===== config.mk =====
export PLATFORM = sky130hd
export DESIGN_NAME = mox125_lsu
export DESIGN_NICKNAME = d
export VERILOG_FILES = /design/src/rtl/mox125_lsu.sv
export SDC_FILE = /design/constraint.sdc
export NUM_CORES = 1
export LEC_CHECK = 0
export ABC_AREA = 1
export CORE_AREA = 5 5 153 96
export CTS_BUF_LIST = sky130_fd_sc_hd__clkbuf_2 sky130_fd_sc_hd__clkbuf_4 sky130_fd_sc_hd__clkbuf_8
export DETAILED_ROUTE_END_ITERATION = 16
export DIE_AREA = 0 0 158 101
export PLACE_DENSITY = 0.78
export SLEW_MARGIN = 15
export SYNTH_ARGS = -nofsm -noshare
export SYNTH_HDL_FRONTEND = slang
export SYNTH_SLANG_ARGS = --single-unit

===== constraint.sdc =====
create_clock -name clk_i -period 1.69 [get_ports clk_i]
set_input_delay 0.169 -clock clk_i [delete_from_list [all_inputs] [get_ports clk_i]]
set_output_delay 0.169 -clock clk_i [all_outputs]
set_load 0.01 [all_outputs]

===== src/rtl/mox125_lsu.sv =====
// mox125 load/store unit: drives the data-cache request interface for one
// byte/half/word access at a time; sub-word stores are read-modify-write.
module mox125_lsu #(
    parameter int AW = 32,
    parameter int DW = 32
) (
    input  logic          clk_i,
    input  logic          rst_i,
    input  logic          req_valid_i,
    output logic          req_ready_o,
    input  logic          req_we_i,
    input  logic [1:0]    req_size_i,
    input  logic [AW-1:0] req_addr_i,
    input  logic [DW-1:0] req_wdata_i,
    output logic          resp_valid_o,
    output logic [DW-1:0] resp_data_o,
    output logic          resp_err_o,
    output logic [AW-1:0] dc_address_o,
    output logic [DW-1:0] dc_data_o,
    output logic          dc_we_o,
    input  logic [DW-1:0] dc_data_i,
    input  logic          dc_stall_i,
    output logic [1:0]    dbg_state
);

    // Handshake: a request transfers on a rising edge where req_valid_i and
    // req_ready_o are both high; the requester holds it stable until then.
    typedef enum logic [1:0] {
        IDLE = 2'd0,
        RD   = 2'd1,
        WR   = 2'd2,
        RSP  = 2'd3
    } state_t;

    state_t        state;
    logic [AW-1:0] addr_q;
    logic [1:0]    size_q;
    logic          we_q;
    logic [15:0]   wdata_q;
    logic [DW-1:0] merged_q;
    logic [DW-1:0] load_q;
    logic          err_q;

    always_ff @(posedge clk_i) begin
        if (rst_i) begin
            state    <= IDLE;
            addr_q   <= '0;
            size_q   <= '0;
            we_q     <= 1'b0;
            wdata_q  <= '0;
            merged_q <= '0;
            load_q   <= '0;
            err_q    <= 1'b0;
        end else begin
            case (state)
                IDLE: begin
                    if (req_valid_i) begin
                        addr_q  <= req_addr_i;
                        size_q  <= req_size_i;
                        we_q    <= req_we_i;
                        wdata_q <= req_wdata_i[15:0];
                        load_q  <= '0;
                        err_q   <= (req_size_i == 2'b11);
                        if (req_size_i == 2'b11) begin
                            state <= RSP;
                        end else if (req_we_i && req_size_i == 2'b10) begin
                            merged_q <= req_wdata_i;
                            state    <= WR;
                        end else begin
                            state <= RD;
                        end
                    end
                end
                RD: begin
                    // Read data is only trusted on a non-stalled cycle.
                    if (!dc_stall_i) begin
                        if (!we_q) begin
                            case (size_q)
                                2'b00:   load_q <= {{(DW-8){1'b0}}, dc_data_i[7:0]};
                                2'b01:   load_q <= {{(DW-16){1'b0}}, dc_data_i[15:0]};
                                default: load_q <= dc_data_i;
                            endcase
                            state <= RSP;
                        end else begin
                            if (size_q == 2'b00)
                                merged_q <= {dc_data_i[DW-1:8], wdata_q[7:0]};
                            else
                                merged_q <= {dc_data_i[DW-1:16], wdata_q[15:0]};
                            state <= WR;
                        end
                    end
                end
                WR: begin
                    if (!dc_stall_i) state <= RSP;
                end
                default: state <= IDLE;
            endcase
        end
    end

    assign req_ready_o  = (state == IDLE);
    assign resp_valid_o = (state == RSP);
    assign resp_data_o  = (state == RSP) ? load_q : '0;
    assign resp_err_o   = (state == RSP) & err_q;
    assign dc_address_o = addr_q;
    assign dc_data_o    = merged_q;
    // Gate with reset so a reset landing on a stalled write never commits it.
    assign dc_we_o      = (state == WR) & ~rst_i;
    assign dbg_state    = state;

endmodule


; Word-level counts from Yosys, hierarchy flattened
; Cells that the tools add are included.
[totals]
reg_bits = 118
inputBits = 103
out_inout_bits = 102
wordCells = 52
[classes]
n_eq_ne = 13
muxes = 20
bitwise = 3
n_reduce_logical = 8
[ops]
columns = op, count
row1 = $mux 32, 9
row2 = $pmux 32 s2, 3
row3 = $mux 16, 1
row4 = $ne 2x2->1 const B, 6
row5 = $mux 2, 5
row6 = $eq 2x2->1 const B, 4
row7 = $pmux 2 s3, 1
row8 = $reduce_and 6->1, 1
row9 = $eq 2x1->1 const B, 2
row10 = $logic_not 2->1, 2
row11 = $reduce_and 4->1, 1
row12 = $reduce_and 3->1, 1
row13 = $and 1x1->1, 2
row14 = $ne 2x1->1 const B, 1
row15 = $reduce_and 2->1, 1
row16 = $reduce_bool 2->1, 1
row17 = $logic_and 1x1->1, 1
row18 = $mux 1, 1
row19 = $not 1->1, 1

; Logic depth before layout (Yosys ltp)
[depth]
ltp_word = 6
mapped_depth = 11
depth_no_buf = 10

; Worst setup path after synthesis
; No wires, ideal clock.
[synth_timing]
path_type = flip-flop to flip-flop
from = register state[0], in the netlist dbg_state[0]
to = register load_q[11]
setup_time_ns = 0.064
arrival_ns = 1.666
t_required_ns = 1.626
slack_ns = -0.041
path_stages_with_launch = 11
path_buffers = 1
synth_period_minus_slack_ns = 1.731
cell_sequence = dfxtp_1 inv_1 ha_1 nand2_1 nand2_2 inv_2 nand2_2 inv_1 buf_2 nor2_1 nor2_1
[synth_between]
elab_chain_len = 3
elab_cells_between_ends = 8
cone_classes = 4 x eq/ne / 1 x mux / 3 x reduce/logical
[synth_lines]
columns = element, line_no
row1 = start: declaration, 35  ; state_t state;
row2 = start signal: assignment, 46  ; state <= IDLE;
row3 = start signal: assignment, 65  ; state <= RSP;
row4 = start signal: assignment, 68  ; state <= WR;
row5 = $logic_not 2->1 (*), -
row6 = via req_ready_o, 10  ; output logic req_ready_o,
row7 = $ne 2x2->1 (no line) or $reduce_bool 2->1 (tied branches), -
row8 = $reduce_and 4->1 (no line), -
row9 = end signal: assignment, 79  ; 2'b00: load_q <= {{(DW-8){1'b0}}, dc_data_i[7:0]};
row10 = end signal: assignment, 80  ; 2'b01: load_q <= {{(DW-16){1'b0}}, dc_data_i[15:0]};
row11 = end signal: assignment, 81  ; default: load_q <= dc_data_i;
row12 = end: declaration, 41  ; logic [DW-1:0] load_q;
; Mark *: on every way through the listed nets, which the timed path passes. The rest lies on a longest branch.
; A chain may end at the register's enable or synchronous reset.

; Worst setup path after layout
[layout_timing]
from = register state[0], in the netlist dbg_state[0]
to = output port resp_data_o[17]
[layout_between]
elab_chain_len = 2
[layout_lines]
columns = element, line_no
row1 = $eq 2x2->1, 103  ; assign resp_data_o = (state == RSP) ? load_q : '0;
row2 = $mux 32, 103
row3 = end: declaration, 16  ; output logic [DW-1:0] resp_data_o,
; Every way passes these cells.

==> flow_metrics.env <==
export IMPL_sw_frac_of_total=0.415
export IMPL_place_congestion=0.845
export IMPL_cp_start_kind="register"
export IMPL_num_fill_cells=1203
export IMPL_p_switching_mw=6.22
export IMPL_clock_sinks=118
export IMPL_p_int_mw=8.76
export IMPL_nets=1112
export IMPL_p_clk_frac=0.171
export IMPL_hpwl_um=12600
export IMPL_mostFrequentLayoutCell="nor2_1"
export IMPL_dieArea_mm2=0.0160
export IMPL_fin_crit_ns=1.67
export IMPL_wl_per_cell_um=14.6
export IMPL_path_class="register to primary output"
export IMPL_maxSlewViolCount=0
export IMPL_power_leakage_nw=3.71
export IMPL_drive_above_1_share=0.139
export IMPL_vias_per_cell=4.74
export IMPL_clockBufferDepth=2
export IMPL_fin_crit_sh=0.987
export IMPL_max_freq_mhz=600
export IMPL_avgSynthCellArea_um2=6.67
export IMPL_critPathCaptureType="primary output"
export IMPL_grt_pass1_wl_um=27500
export IMPL_skew_ns=0.0126
export IMPL_grt_max_degree=50
export IMPL_crit_arrival_ns=1.50
export IMPL_slowest_delay_ns=0.37
export IMPL_rows=33
export IMPL_die_w_um=158
export IMPL_ant_nets=0
export IMPL_worstPathCellList="ha_4 > buf_6 > clkbuf_16 > nand2_1 > inv_1 > buf_2"
export IMPL_io_buffers=204
export IMPL_num_vias=5654
export IMPL_drtIter0Drc=321
export IMPL_io_pins=205
export IMPL_cp_slowest_cell="dfxtp_4"
export IMPL_syn_inst=791
export IMPL_grt_overflow_total=0
export IMPL_setup_viol=0
export IMPL_yosysWarnings=0
export IMPL_seq_area_mm2=0.00237
export IMPL_htree_levels=4
export IMPL_synthToLayoutAreaGrowth_pct=54.0
export IMPL_coreArea_mm2=0.0133
export IMPL_hold_path_class="input port to register"
export IMPL_powerDensity_mw_per_mm2=1840
export IMPL_irDropWorstVdd_mv=1.08
export IMPL_synth_seq_cells=118
export IMPL_netlist_area_mm2=0.00527
export IMPL_routed_wl_um=17500
export IMPL_synth_nets=898
export IMPL_worst_slew_pin_slew_ns=0.270
export IMPL_drc_errors=0
export IMPL_p_seq_frac=0.299
export IMPL_crit_path_max_fanout=6
export IMPL_final_hold_viol_count=0
export IMPL_insertion_delay_ns=0.42
export IMPL_cts_root_buffer_cell="clkbuf_8"
export IMPL_rsz0062_at_grt="true"
export IMPL_status="complete, no violations"
export IMPL_cp_required_ns=1.52
export IMPL_power_mw=15.0
export IMPL_numCtsBuffers=17
export IMPL_tns_ns=0
export IMPL_synth_cell_type_count=21
export IMPL_initial_core_util=0.398
export IMPL_maxSlewHeadroom=0.818
export IMPL_yosysSeqAreaShare=0.448
export IMPL_grt_use_total=0.217
export IMPL_antenna_found_initial=0
export IMPL_p_comb_frac=0.530
export IMPL_max_cap_violations=0
export IMPL_path_clk_slew_ns=0.07
export IMPL_final_cell_mix="nor2_1 (242), clkdlybuf4s50_1 (166), nand2_1 (135)"
export IMPL_firstDrtPassIters=4
export IMPL_grt_pass1_vias=5503
export IMPL_multi_input_area_mm2=0.00253
export IMPL_die_h_um=101
export IMPL_cts_tree="yes"
## what timing repair did
item / in CTS / in global routing
setup endpoints to repair: 47 / 99
resized for setup: 119 / 57
pin swaps: 1 / 3
hold buffers: 0 / 0
gates cloned: 2 / 1
setup buffers: 2 / 1
## kinds of logic after synthesis
kind of cell,synth area share
buffers and inverters,0.0873
adder cells (fa/ha/maj),0.00949
AO/OA/AOI/OAI,0.131
flip-flops,0.448
AND/OR/NAND/NOR,0.324
## final cells by class
class / count / area share
Antenna cell: 1 / 0.000308
Timing Repair Buffer: 243 / 0.289
Sequential cell: 118 / 0.292
Tap cell: 175 / 0.0270
Clock buffer: 21 / 0.0341
Clock inverter: 11 / 0.0154
Inverter: 65 / 0.0300
Multi-Input combinational cell: 560 / 0.312
## power groups by stage
| stage | clock network, mW | logic [mW] | registers [mW] |
|---|---|---|---|
| detailed placement | 0 | 7.57 | 4.46 |
| floorplan | 0 | 4.04 | 4.66 |
| global route | 2.77 | 8.82 | 4.61 |
| CTS | 2.62 | 7.77 | 4.43 |
| finish | 2.57 | 7.94 | 4.48 |
| global placement | 0 | 7.46 | 4.44 |
## cells in the mapped netlist
cell type | n | area share
nand4_1 | 8 | 0.0095
nand3_1 | 30 | 0.028
a21oi_1 | 16 | 0.015
nand2_4 | 1 | 0.0021
inv_2 | 4 | 0.0028
a21oi_2 | 1 | 0.0017
clkinv_1 | 1 | 0.00071
nor2_1 | 242 | 0.17
dfxtp_1 | 118 | 0.45
o21ai_0 | 84 | 0.080
ha_1 | 4 | 0.0095
inv_1 | 60 | 0.043
nor2_2 | 1 | 0.0012
clkbuf_1 | 31 | 0.022
buf_2 | 11 | 0.010
buf_6 | 3 | 0.0064
nand2_2 | 4 | 0.0047
a21boi_0 | 24 | 0.034
nand2_1 | 143 | 0.10
nor2_4 | 2 | 0.0043
buf_1 | 3 | 0.0021
## final timing paths
check / startpoint / endpoint / slack, ns / depth (start not counted)
setup reg to reg: dbg_state[0]$_SDFFE_PP0P_ / dc_data_o[20]$_SDFFE_PP0P_ / 0.07 / 10
hold / removal: dc_data_i[1] / load_q[1]$_SDFFE_PP0P_ / 0.34 / 3
hold reg to reg: wdata_q[15]$_SDFFE_PP0P_ / wdata_q[15]$_SDFFE_PP0P_ / 0.46 / 2
setup / recovery: dbg_state[0]$_SDFFE_PP0P_ / resp_data_o[17] / 0.02 / 6
## flip-flops by register name, summed over array words and instances, names as in the netlist
signal	count
wdata_q	16
we_q	1
err_q	1
dc_address_o	32
size_q	2
dc_data_o	32
dbg_state	2
load_q	32
## critical path: cells and delay by family (launching register included)
kind                       cells  cell delay [ns]
DFF                            1             0.37
buffers and inverters          4             0.46
and+or+nand+nor                1             0.07
adders and majority gates      1             0.18
## per-layer routing
metal,vias up,share of wire,track usage,wire [um]
met2,216,0.43,0.330,7600
met5,-,0,0,0
met4,0,0.015,0.0491,254
li1,2891,-,-,-
met1,2522,0.46,0.299,8030
met3,25,0.091,0.0755,1580
## stage by stage
step                hold WS (ns)  cell area (um^2)  setup WS [ns]   util  cells
CTS                        0.312              8040        -0.0777  0.607   1192
global route               0.322              8120        -0.0441  0.612   1193
floorplan                  0.231              5280         0.0347      -    791
global placement           0.440              7680        -0.0612  0.579   1156
finish                     0.339              8120         0.0220  0.613   1194
detailed placement         0.456              7680        -0.0628  0.579   1156
No activity file was read; power rests on OpenSTA's default activity.
